==> src/rtl/fetch_pkg.sv <==
// fetch_pkg: shared types and constants for the fetch stage.
// Holds the queue entry layout and the RUN/DRAIN state encoding.
package fetch_pkg;
  localparam int XLEN = 32;
  localparam int INSN_BYTES = 4;
  localparam logic [XLEN-1:0] NOP_INSN = 32'h0000_0013;

  typedef enum logic {
    RUN,
    DRAIN
  } fetch_state_t;

  typedef struct packed {
    logic [XLEN-1:0] instr;
    logic [XLEN-1:0] pc;
  } fetch_entry_t;
endpackage

==> src/rtl/fetch_if.sv <==
// fetch_if: imem request/response, redirect and downstream channels.
// master = fetch stage side, slave = memory/datapath side.
interface fetch_if;
  import fetch_pkg::*;

  logic            imem_req_valid;
  logic            imem_req_ready;
  logic [XLEN-1:0] imem_req_addr;
  logic            imem_resp_valid;
  logic [XLEN-1:0] imem_resp_data;
  logic            redirect;
  logic [XLEN-1:0] redirect_pc;
  logic            out_valid;
  logic            out_ready;
  logic [XLEN-1:0] out_instr;
  logic [XLEN-1:0] out_pc;
  logic [XLEN-1:0] out_pcplus4;

  modport master (
    output imem_req_valid, imem_req_addr,
    output out_valid, out_instr,
    output out_pc, out_pcplus4,
    input  imem_req_ready, imem_resp_valid,
    input  imem_resp_data, redirect,
    input  redirect_pc, out_ready
  );

  modport slave (
    input  imem_req_valid, imem_req_addr,
    input  out_valid, out_instr,
    input  out_pc, out_pcplus4,
    output imem_req_ready, imem_resp_valid,
    output imem_resp_data, redirect,
    output redirect_pc, out_ready
  );
endinterface

==> src/rtl/fetch_fifo.sv <==
// fetch_fifo: small synchronous FIFO with flush, power-of-2 depth.
// Head data is read straight from registered storage.
module fetch_fifo #(
  parameter int WIDTH = 32,
  parameter int DEPTH = 2
) (
  input  logic                       clk,
  input  logic                       reset,
  input  logic                       i_flush,
  input  logic                       i_push,
  input  logic [WIDTH-1:0]           i_data,
  input  logic                       i_pop,
  output logic [WIDTH-1:0]           o_data,
  output logic [$clog2(DEPTH):0]     o_count
);
  localparam int AW = $clog2(DEPTH);

  logic [WIDTH-1:0] r_mem [DEPTH];
  logic [AW-1:0]    r_wptr;
  logic [AW-1:0]    r_rptr;
  logic [AW:0]      r_count;

  // write the pushed word into the slot at the write pointer
  always_ff @(posedge clk) begin
    if (i_push && !i_flush) r_mem[r_wptr] <= i_data;
  end

  // pointer and occupancy tracking; flush empties the FIFO
  always_ff @(posedge clk or posedge reset) begin
    if (reset) begin
      r_wptr  <= '0;
      r_rptr  <= '0;
      r_count <= '0;
    end else if (i_flush) begin
      r_wptr  <= '0;
      r_rptr  <= '0;
      r_count <= '0;
    end else begin
      if (i_push) r_wptr <= r_wptr + AW'(1);
      if (i_pop)  r_rptr <= r_rptr + AW'(1);
      unique case ({i_push, i_pop})
        2'b10:   r_count <= r_count + (AW+1)'(1);
        2'b01:   r_count <= r_count - (AW+1)'(1);
        default: r_count <= r_count;
      endcase
    end
  end

  assign o_data  = r_mem[r_rptr];
  assign o_count = r_count;
endmodule

==> src/rtl/fetch_stage.sv <==
// fetch_stage: PC owner, credit-limited imem fetch, instruction queue.
// Optional FETCH_PERF_EN adds perf_fetched/perf_flushed counters.
module fetch_stage
  import fetch_pkg::*;
#(
  parameter logic [31:0] RESET_PC = 32'h0000_0000,
  parameter int          DEPTH    = 2
) (
  input  logic         clk,
  input  logic         reset,
  fetch_if.master      bus
`ifdef FETCH_PERF_EN
  ,
  output logic [31:0]  perf_fetched,
  output logic [31:0]  perf_flushed
`endif
);
  localparam int AW = $clog2(DEPTH);
  localparam int CW = AW + 2;

  fetch_state_t    r_state;
  fetch_state_t    w_state_nxt;
  logic [XLEN-1:0] r_fetch_pc;
  logic [CW-1:0]   r_inflight;
  logic [CW-1:0]   r_drop;
  logic [CW-1:0]   w_inflight_nxt;
  logic [CW-1:0]   w_drop_nxt;
  logic [CW-1:0]   w_sum;
  fetch_entry_t    r_last;

  logic [AW:0]     w_q_count;
  logic [AW:0]     w_pc_count;
  logic [XLEN-1:0] w_pc_head;
  fetch_entry_t    w_head;
  fetch_entry_t    w_q_wdata;
  fetch_entry_t    w_out;

  logic w_pending;
  logic w_resp_ok;
  logic w_resp_drop;
  logic w_resp_push;
  logic w_req_valid;
  logic w_req_fire;
  logic w_q_empty;
  logic w_out_valid;
  logic w_pop;

  assign w_sum = r_inflight + r_drop + CW'(w_q_count);
  assign w_pending = (r_inflight + r_drop) != '0;
  assign w_resp_ok = bus.imem_resp_valid & w_pending;
  assign w_resp_drop = w_resp_ok & (r_drop != '0);
  assign w_resp_push = w_resp_ok & (r_drop == '0)
                     & ~bus.redirect;
  assign w_req_valid = ~reset & ~bus.redirect
                     & (w_sum < CW'(DEPTH));
  assign w_req_fire = w_req_valid & bus.imem_req_ready;
  assign w_q_empty = (w_q_count == '0);
  assign w_out_valid = ~w_q_empty & ~bus.redirect;
  assign w_pop = w_out_valid & bus.out_ready;

  assign w_q_wdata = '{instr: bus.imem_resp_data,
                       pc:    w_pc_head};

  fetch_fifo #(
    .WIDTH (XLEN),
    .DEPTH (DEPTH)
  ) u_pc_fifo (
    .clk     (clk),
    .reset   (reset),
    .i_flush (bus.redirect),
    .i_push  (w_req_fire),
    .i_data  (r_fetch_pc),
    .i_pop   (w_resp_push),
    .o_data  (w_pc_head),
    .o_count (w_pc_count)
  );

  fetch_fifo #(
    .WIDTH ($bits(fetch_entry_t)),
    .DEPTH (DEPTH)
  ) u_insn_q (
    .clk     (clk),
    .reset   (reset),
    .i_flush (bus.redirect),
    .i_push  (w_resp_push),
    .i_data  (w_q_wdata),
    .i_pop   (w_pop),
    .o_data  (w_head),
    .o_count (w_q_count)
  );

  // outstanding/drop credit bookkeeping; redirect turns inflight into drops
  always_comb begin
    w_inflight_nxt = r_inflight;
    w_drop_nxt     = r_drop;
    if (bus.redirect) begin
      w_inflight_nxt = '0;
      w_drop_nxt = r_drop + r_inflight
                 + CW'(w_req_fire) - CW'(w_resp_ok);
    end else begin
      w_inflight_nxt = r_inflight + CW'(w_req_fire)
                     - CW'(w_resp_push);
      w_drop_nxt = r_drop - CW'(w_resp_drop);
    end
  end

  // RUN while nothing is to be dropped, DRAIN otherwise
  always_comb begin
    w_state_nxt = r_state;
    unique case (r_state)
      RUN:     if (w_drop_nxt != '0) w_state_nxt = DRAIN;
      DRAIN:   if (w_drop_nxt == '0) w_state_nxt = RUN;
      default: w_state_nxt = RUN;
    endcase
  end

  // state, counters and program counter
  always_ff @(posedge clk or posedge reset) begin
    if (reset) begin
      r_state    <= RUN;
      r_fetch_pc <= RESET_PC;
      r_inflight <= '0;
      r_drop     <= '0;
    end else begin
      r_state    <= w_state_nxt;
      r_inflight <= w_inflight_nxt;
      r_drop     <= w_drop_nxt;
      if (bus.redirect)
        r_fetch_pc <= bus.redirect_pc & ~32'h3;
      else if (w_req_fire)
        r_fetch_pc <= r_fetch_pc + INSN_BYTES;
    end
  end

  // remember the last delivered entry so outputs hold when empty
  always_ff @(posedge clk or posedge reset) begin
    if (reset) r_last <= '{instr: NOP_INSN, pc: RESET_PC};
    else if (w_pop) r_last <= w_head;
  end

  assign w_out = w_q_empty ? r_last : w_head;

  assign bus.imem_req_valid = w_req_valid;
  assign bus.imem_req_addr  = r_fetch_pc;
  assign bus.out_valid      = w_out_valid;
  assign bus.out_instr      = w_out.instr;
  assign bus.out_pc         = w_out.pc;
  assign bus.out_pcplus4    = w_out.pc + INSN_BYTES;

`ifdef FETCH_PERF_EN
  logic [31:0] r_perf_fetched;
  logic [31:0] r_perf_flushed;

  // delivered and redirect-discarded instruction counters
  always_ff @(posedge clk or posedge reset) begin
    if (reset) begin
      r_perf_fetched <= '0;
      r_perf_flushed <= '0;
    end else begin
      if (w_pop) r_perf_fetched <= r_perf_fetched + 32'd1;
      if (bus.redirect)
        r_perf_flushed <= r_perf_flushed
                        + 32'(w_q_count) + 32'(r_inflight);
    end
  end

  assign perf_fetched = r_perf_fetched;
  assign perf_flushed = r_perf_flushed;
`endif

`ifndef SYNTHESIS
  // a response with nothing outstanding means the memory side misbehaved
  always @(posedge clk) begin
    if (!reset) begin
      assert (!(bus.imem_resp_valid && !w_pending));
      assert (CW'(w_pc_count) == r_inflight);
    end
  end
`endif
endmodule

==> src/flat_wrapper.sv <==
// flat-port wrapper written by rule: the top's interface ports become plain ports
module fetch_stage_flat import fetch_pkg::*;
#(
  parameter logic [31:0] RESET_PC = 32'h0000_0000,
  parameter int          DEPTH    = 2
)
  (clk, reset, bus_imem_req_valid, bus_imem_req_addr, bus_out_valid, bus_out_instr, bus_out_pc, bus_out_pcplus4, bus_imem_req_ready, bus_imem_resp_valid, bus_imem_resp_data, bus_redirect, bus_redirect_pc, bus_out_ready);
  fetch_if bus_i ();
  input  logic clk;
  input  logic reset;
  output wire logic [$bits(bus_i.imem_req_valid)-1:0] bus_imem_req_valid;
  output wire logic [$bits(bus_i.imem_req_addr)-1:0] bus_imem_req_addr;
  output wire logic [$bits(bus_i.out_valid)-1:0] bus_out_valid;
  output wire logic [$bits(bus_i.out_instr)-1:0] bus_out_instr;
  output wire logic [$bits(bus_i.out_pc)-1:0] bus_out_pc;
  output wire logic [$bits(bus_i.out_pcplus4)-1:0] bus_out_pcplus4;
  input wire logic [$bits(bus_i.imem_req_ready)-1:0] bus_imem_req_ready;
  input wire logic [$bits(bus_i.imem_resp_valid)-1:0] bus_imem_resp_valid;
  input wire logic [$bits(bus_i.imem_resp_data)-1:0] bus_imem_resp_data;
  input wire logic [$bits(bus_i.redirect)-1:0] bus_redirect;
  input wire logic [$bits(bus_i.redirect_pc)-1:0] bus_redirect_pc;
  input wire logic [$bits(bus_i.out_ready)-1:0] bus_out_ready;
  assign bus_imem_req_valid = bus_i.imem_req_valid;
  assign bus_imem_req_addr = bus_i.imem_req_addr;
  assign bus_out_valid = bus_i.out_valid;
  assign bus_out_instr = bus_i.out_instr;
  assign bus_out_pc = bus_i.out_pc;
  assign bus_out_pcplus4 = bus_i.out_pcplus4;
  assign bus_i.imem_req_ready = bus_imem_req_ready;
  assign bus_i.imem_resp_valid = bus_imem_resp_valid;
  assign bus_i.imem_resp_data = bus_imem_resp_data;
  assign bus_i.redirect = bus_redirect;
  assign bus_i.redirect_pc = bus_redirect_pc;
  assign bus_i.out_ready = bus_out_ready;
  fetch_stage #(.RESET_PC(RESET_PC), .DEPTH(DEPTH)) u_core (.clk(clk), .reset(reset), .bus(bus_i));
endmodule
==> config.mk <==
export PLATFORM = sky130hd
export DESIGN_NAME = fetch_stage_flat
export DESIGN_NICKNAME = d
export VERILOG_FILES = /design/src/rtl/fetch_pkg.sv /design/src/rtl/fetch_if.sv /design/src/rtl/fetch_fifo.sv /design/src/rtl/fetch_stage.sv /design/src/flat_wrapper.sv
export SDC_FILE = /design/constraint.sdc
export NUM_CORES = 1
export LEC_CHECK = 0
export CORE_MARGIN = 5
export CORE_UTILIZATION = 55
export CTS_BUF_LIST = sky130_fd_sc_hd__clkbuf_8
export CTS_CLUSTER_SIZE = 24
export DETAILED_ROUTE_END_ITERATION = 12
export PLACE_DENSITY = 0.87
export SYNTH_ARGS = -nofsm -noshare
export SYNTH_HDL_FRONTEND = slang
export SYNTH_SLANG_ARGS = --single-unit
==> constraint.sdc <==
create_clock -name clk -period 7.8 [get_ports clk]
set_input_delay 1.17 -clock clk [delete_from_list [all_inputs] [get_ports clk]]
set_output_delay 1.17 -clock clk [all_outputs]
set_load 0.1 [all_outputs]
# Word level (Yosys, flattened, before mapping)
# Memories as Yosys holds them, arrays and structs flattened.
# Index checks and enable logic that the tools add are counted.
# word_totals
register_bits	108
ramBits	192
input_bits	70
out_inout_bits	130
wordCells	72
mem_count	2
# classes
addsub	15
n_lt_le_gt_ge	1
eq_ne	2
muxes	19
n_bitwise	12
n_reduce_logical	11
# memory_table
name	depth	word_bits	rd	rd_ports_with_merged_regs	wr	line	rtl
u_core.u_insn_q.r_mem	2	64	1	0	1	fetch_fifo.sv:18	logic [WIDTH-1:0] r_mem [DEPTH];
u_core.u_pc_fifo.r_mem	2	32	1	0	1	fetch_fifo.sv:18	
# op_table
operator	count
$add A32 B3 Y32 const B	2
$mux W32	2
$mux W64	1
$mux W1	12
$and A1 B1 Y1	9
$reduce_bool A3 Y1	3
$sub A3 B1 Y3	3
$add A3 B1 Y3	2
$mux W3	2
$reduce_bool A2 Y1	3
$add A1 B1 Y1 const B	4
$pmux W2 S2	1
$add A3 B2 Y3	1
$add A3 B3 Y3	1
$logic_not A3 Y1	1
$lt A3 B2 Y1 const B	1
$not A1 Y1	3
$add A2 B1 Y2 const B	1
$eq A2 B1 Y1 const B	1
$eq A2 B2 Y1 const B	1
$logic_and A1 B1 Y1	2
$logic_not A2 Y1	1
$mux W2	1
$sub A2 B1 Y2 const B	1
$logic_not A1 Y1	1

# Depth between registers and ports, before layout
# logic_depth
word_depth	8
depth_mapped	16
mapped_depth_nobuf	14

# Modules after synthesis
# From an unflattened synthesis, not the netlist that was laid out.
# unflattened
cells_unflattened	1064
area_unflattened_um2	14071.0
# by_module_without_submodules
module	n_inst	cells_per_inst	area_per_inst_um2
fetch_stage	1	725	6389.9
fetch_fifo (u_core.u_insn_q)	1	219	5032.3
fetch_fifo (u_core.u_pc_fifo)	1	120	2648.8

# Least setup slack after synthesis
# Ideal clock, no wire load.
# synth_timing
kind	register to output
startpoint	reg u_core.u_insn_q.r_count[1] (netlist: u_core.u_insn_q.o_count[1])
endpoint	out bus_out_pcplus4[16]
t_arrival_ns	5.433
required_time_ns	6.630
setup_slack_ns	1.197
stages_incl_launch_ff	15
cell_sequence	dfrtp_1 -> buf_6 -> or2_1 -> buf_6 -> buf_6 -> buf_6 -> a21o_1 -> inv_1 -> ha_1 -> o31a_1 -> o21ai_0 -> nor4_4 -> or4b_1 -> buf_4 -> xnor2_1
# synth_between
elab_chain_len	3
# synth_lines
item	line	rtl
start: declaration	fetch_fifo.sv:21	logic [AW:0] r_count;
start signal: assignment	fetch_fifo.sv:42	2'b10: r_count <= r_count + (AW+1)'(1);
start signal: assignment	fetch_fifo.sv:43	2'b01: r_count <= r_count - (AW+1)'(1);
start signal: assignment	fetch_fifo.sv:44	default: r_count <= r_count;
$logic_not A2 Y1	fetch_stage.sv:57	assign w_q_empty = (w_q_count == '0);
$mux W64	fetch_stage.sv:141	assign w_out = w_q_empty ? r_last : w_head;
net bus_out_pc[2]	flat_wrapper.sv:15	output wire logic [$bits(bus_i.out_pc)-1:0] bus_out_pc;
$add A32 B3 Y32	fetch_stage.sv:148	assign bus.out_pcplus4 = w_out.pc + INSN_BYTES;
end: declaration	flat_wrapper.sv:16	output wire logic [$bits(bus_i.out_pcplus4)-1:0] bus_out_pcplus4;
# The timed path passes the listed nets, and every way through them passes these cells.

# Final worst setup path
# layout_timing
startpoint	reg u_core.u_insn_q.r_rptr
endpoint	out bus_out_pcplus4[26]
# layout_between
elab_chain_len	3
# layout_lines
item	line	rtl
start: declaration	fetch_fifo.sv:20	logic [AW-1:0] r_rptr;
start signal: assignment	fetch_fifo.sv:40	if (i_pop) r_rptr <= r_rptr + AW'(1);
$mem_v2 Z2 W64	-	
$mux W64	fetch_stage.sv:141	
$add A32 B3 Y32	fetch_stage.sv:148	
# Every way passes these cells.

==> impl_metrics.ini <==
[setup_path]
startpoint_type = flop
cp.required_ns = 6.63
crit_type = reg -> out
r2r_cells = 12
cp_data_arrival_time_ns = 5.15
rrSetupSlack_ns = 3.49
critPathMaxFanout = 55
crit_path_end_kind = output port

[clocking]
clock_path_buffers = 3
cts.hold.buffers_added = 0
root_buffer = clkbuf_8
clock_latency_ns = 0.56
numClockSinks = 288
numCtsBuffers = 46
cts_htree_levels = 2
post_cts_buffers = 0
post_cts_resized = 0
clkSlewWorstSetupHoldPaths_ns = 0.07
cts_tree = built

[yosys]
synth_cells = 1017
netlist.area_leader.share_pct = 43.3
synth_cell_types = 58
synth_area_per_cell_um2 = 12.5
synth-edff-count = 184
netlist_top_cells_count = 184 x edfxtp_1, 127 x nor2_1, 111 x a21oi_1
yosysMostFrequentCell = edfxtp_1
ys_seq_area_share_pct = 63.8
ys.flop_type = edfxtp_1
synth-async-reset-ratio_pct = 36.1
ys_ff_latch = 288
yosysWarnings = 0
synth.largest_area_cell = edfxtp_1
netlist_area_um2 = 12700
synthTopCellsByArea = edfxtp_1 43%, dfrtp_1 20%, mux2i_1 5.0%

[routing]
ant_nets = 0
initialDrtViolationCount = 661
finalWirelength_um = 28700
vias = 8735
drc = 0
wl_per_cell_um = 18.7
via_per_inst = 5.68
drtPass1Iterations = 7

[sta]
period_needed_ns = 6.32
tns_ns = 0
fin_skew_ns = 0.0351
setup_viol = 0
max-slew-margin-rel_pct = 26.2
rsz0062_at_grt = no
finalHoldViolCount = 0
tightest_slew_ns = 1.10
drv_slew = 0
finalCritPeriodShare_pct = 81.1
timing.fmax_mhz = 158
timing.hold.ws_ns = 0.504

[global_route]
antenna_found_initial = 1
grt-ovfl-total = 0
grt_max_degree = 82
grt_pass1_wl_um = 46400
grt_use_total_pct = 21.9
grt_pass1_vias = 8897

[status]
status = complete, no violations

[worst_hold_path]
worstHoldPathType = reg -> reg
holdPathStages = 2

[place]
portBuffers = 191
gp_congestion = 0.845
place_hpwl_um = 18600

[die]
die_height_um = 162
die_x_um = 162
core-area_um2 = 22700
die_area_um2 = 26300
rows = 55
io_pins = 200
start_util_pct = 56.1

[flow_run]
max_cap_viol_count = 0

[final_layout]
post-route-util_pct = 69.2
area_growth_pct = 23.3
drive_above_1_share_pct = 11.0
final_nets = 1296
fill_cells = 1557
## cell families (layout without fill, tap and decap cells)
group | Yosys count | after routing | synth area share, %
mux | 97 | 97 | 7.96
simple gates | 285 | 285 | 11.0
buf+inv | 94 | 323 | 3.49
compound gates | 191 | 191 | 8.84
other cells | 1 | 7 | 0.0294
flops | 288 | 288 | 63.8
xor+xnor | 48 | 48 | 3.41
fa+ha+maj | 13 | 13 | 1.51
## metal layers
| metal | wire [um] | vias to the layer above | global-route usage (%) |
|---|---|---|---|
| met2 | 14100 | 357 | 36.2 |
| met5 | 0 | - | 0 |
| li1 | - | 4084 | - |
| met3 | 1900 | 39 | 4.39 |
| met1 | 12100 | 4255 | 29.8 |
| met4 | 595 | 0 | 6.31 |
## final cells by class
cell class / instances / area, um2 / share of cell area [%]
diodes: 1 / 2.50 / 0.0159
clock buffers: 49 / 674 / 4.29
clock inverters: 37 / 199 / 1.27
inverters: 31 / 119 / 0.756
multi-input cells: 640 / 4210 / 26.8
flip-flops and latches: 288 / 8140 / 51.8
well taps: 285 / 357 / 2.27
repair buffers: 206 / 2020 / 12.9
## path summary, 6_finish.rpt
kind                                               startpoint                                       end
min reg2reg                     u_core.r_last[33]$_DFFE_PP1P_             u_core.r_last[33]$_DFFE_PP1P_
max in group asynchronous                               reset        u_core.u_insn_q.r_rptr$_DFFE_PP0P_
max                        u_core.u_insn_q.r_rptr$_DFFE_PP0P_                       bus_out_pcplus4[26]
min                             u_core.r_last[33]$_DFFE_PP1P_             u_core.r_last[33]$_DFFE_PP1P_
max reg2reg                        u_core.r_drop[0]$_DFF_PP0_  u_core.bus.imem_req_addr[22]$_DFFE_PP0P_
min in group asynchronous                               reset    u_core.u_insn_q.o_count[1]$_DFFE_PP0P_
## critical path, stage by stage, from the launching register on
cell and delay (ns):
dfrtp_4 0.51, buf_4 0.79, mux2i_1 0.22, a21oi_1 0.50
nand3_2 0.26, or4b_1 0.73, nor4_4 0.24, xnor2_1 0.15
clkdlybuf4s50_1 1.15
## flip-flops by register name, summed over array words and instances, names as in the netlist
register                  cells
u_core.u_insn_q.r_rptr        1
u_core.u_insn_q.r_mem       124
u_core.u_insn_q.r_wptr        1
u_core.r_last                62
u_core.u_pc_fifo.r_rptr       1
u_core.r_drop                 3
u_core.u_pc_fifo.r_wptr       1
u_core.u_pc_fifo.r_mem       60
u_core.r_inflight             3
u_core.u_insn_q.o_count       2
u_core.bus.imem_req_addr     30
## placed cells by master, fill, tap and decap left out, types with 9 or more instances in the layout
| cell type | Yosys | routed |
|---|---|---|
| mux2_2 | 32 | 32 |
| clkbuf_8 | 0 | 49 |
| nand2_1 | 45 | 45 |
| xnor2_1 | 26 | 26 |
| clkdlybuf4s50_1 | 0 | 190 |
| o21ai_0 | 27 | 27 |
| nor2_1 | 127 | 125 |
| edfxtp_1 | 184 | 184 |
| mux2i_1 | 64 | 64 |
| nor3_1 | 33 | 32 |
| and3_1 | 9 | 9 |
| xor2_1 | 21 | 21 |
| a21oi_1 | 111 | 111 |
| ha_1 | 9 | 9 |
| a21o_1 | 12 | 12 |
| dfrtp_1 | 101 | 100 |
| buf_4 | 10 | 15 |
| inv_1 | 31 | 50 |
| nand4_1 | 10 | 10 |
| nand3_1 | 20 | 20 |
## metrics by stage
stage	setup WS, ns	cells	cell area [um2]
6_report	1.48	1537	15700
5_1_grt	1.19	1537	15700
4_1_cts	1.42	1536	15700
3_5_place_dp	2.02	1450	14800
3_3_place_gp	2.08	1450	14800
2_1_floorplan	1.20	1022	12800
Power is left out: the tool's default activity adds up to more than one toggle a clock period on the data nets, which glitch-free logic cannot reach.
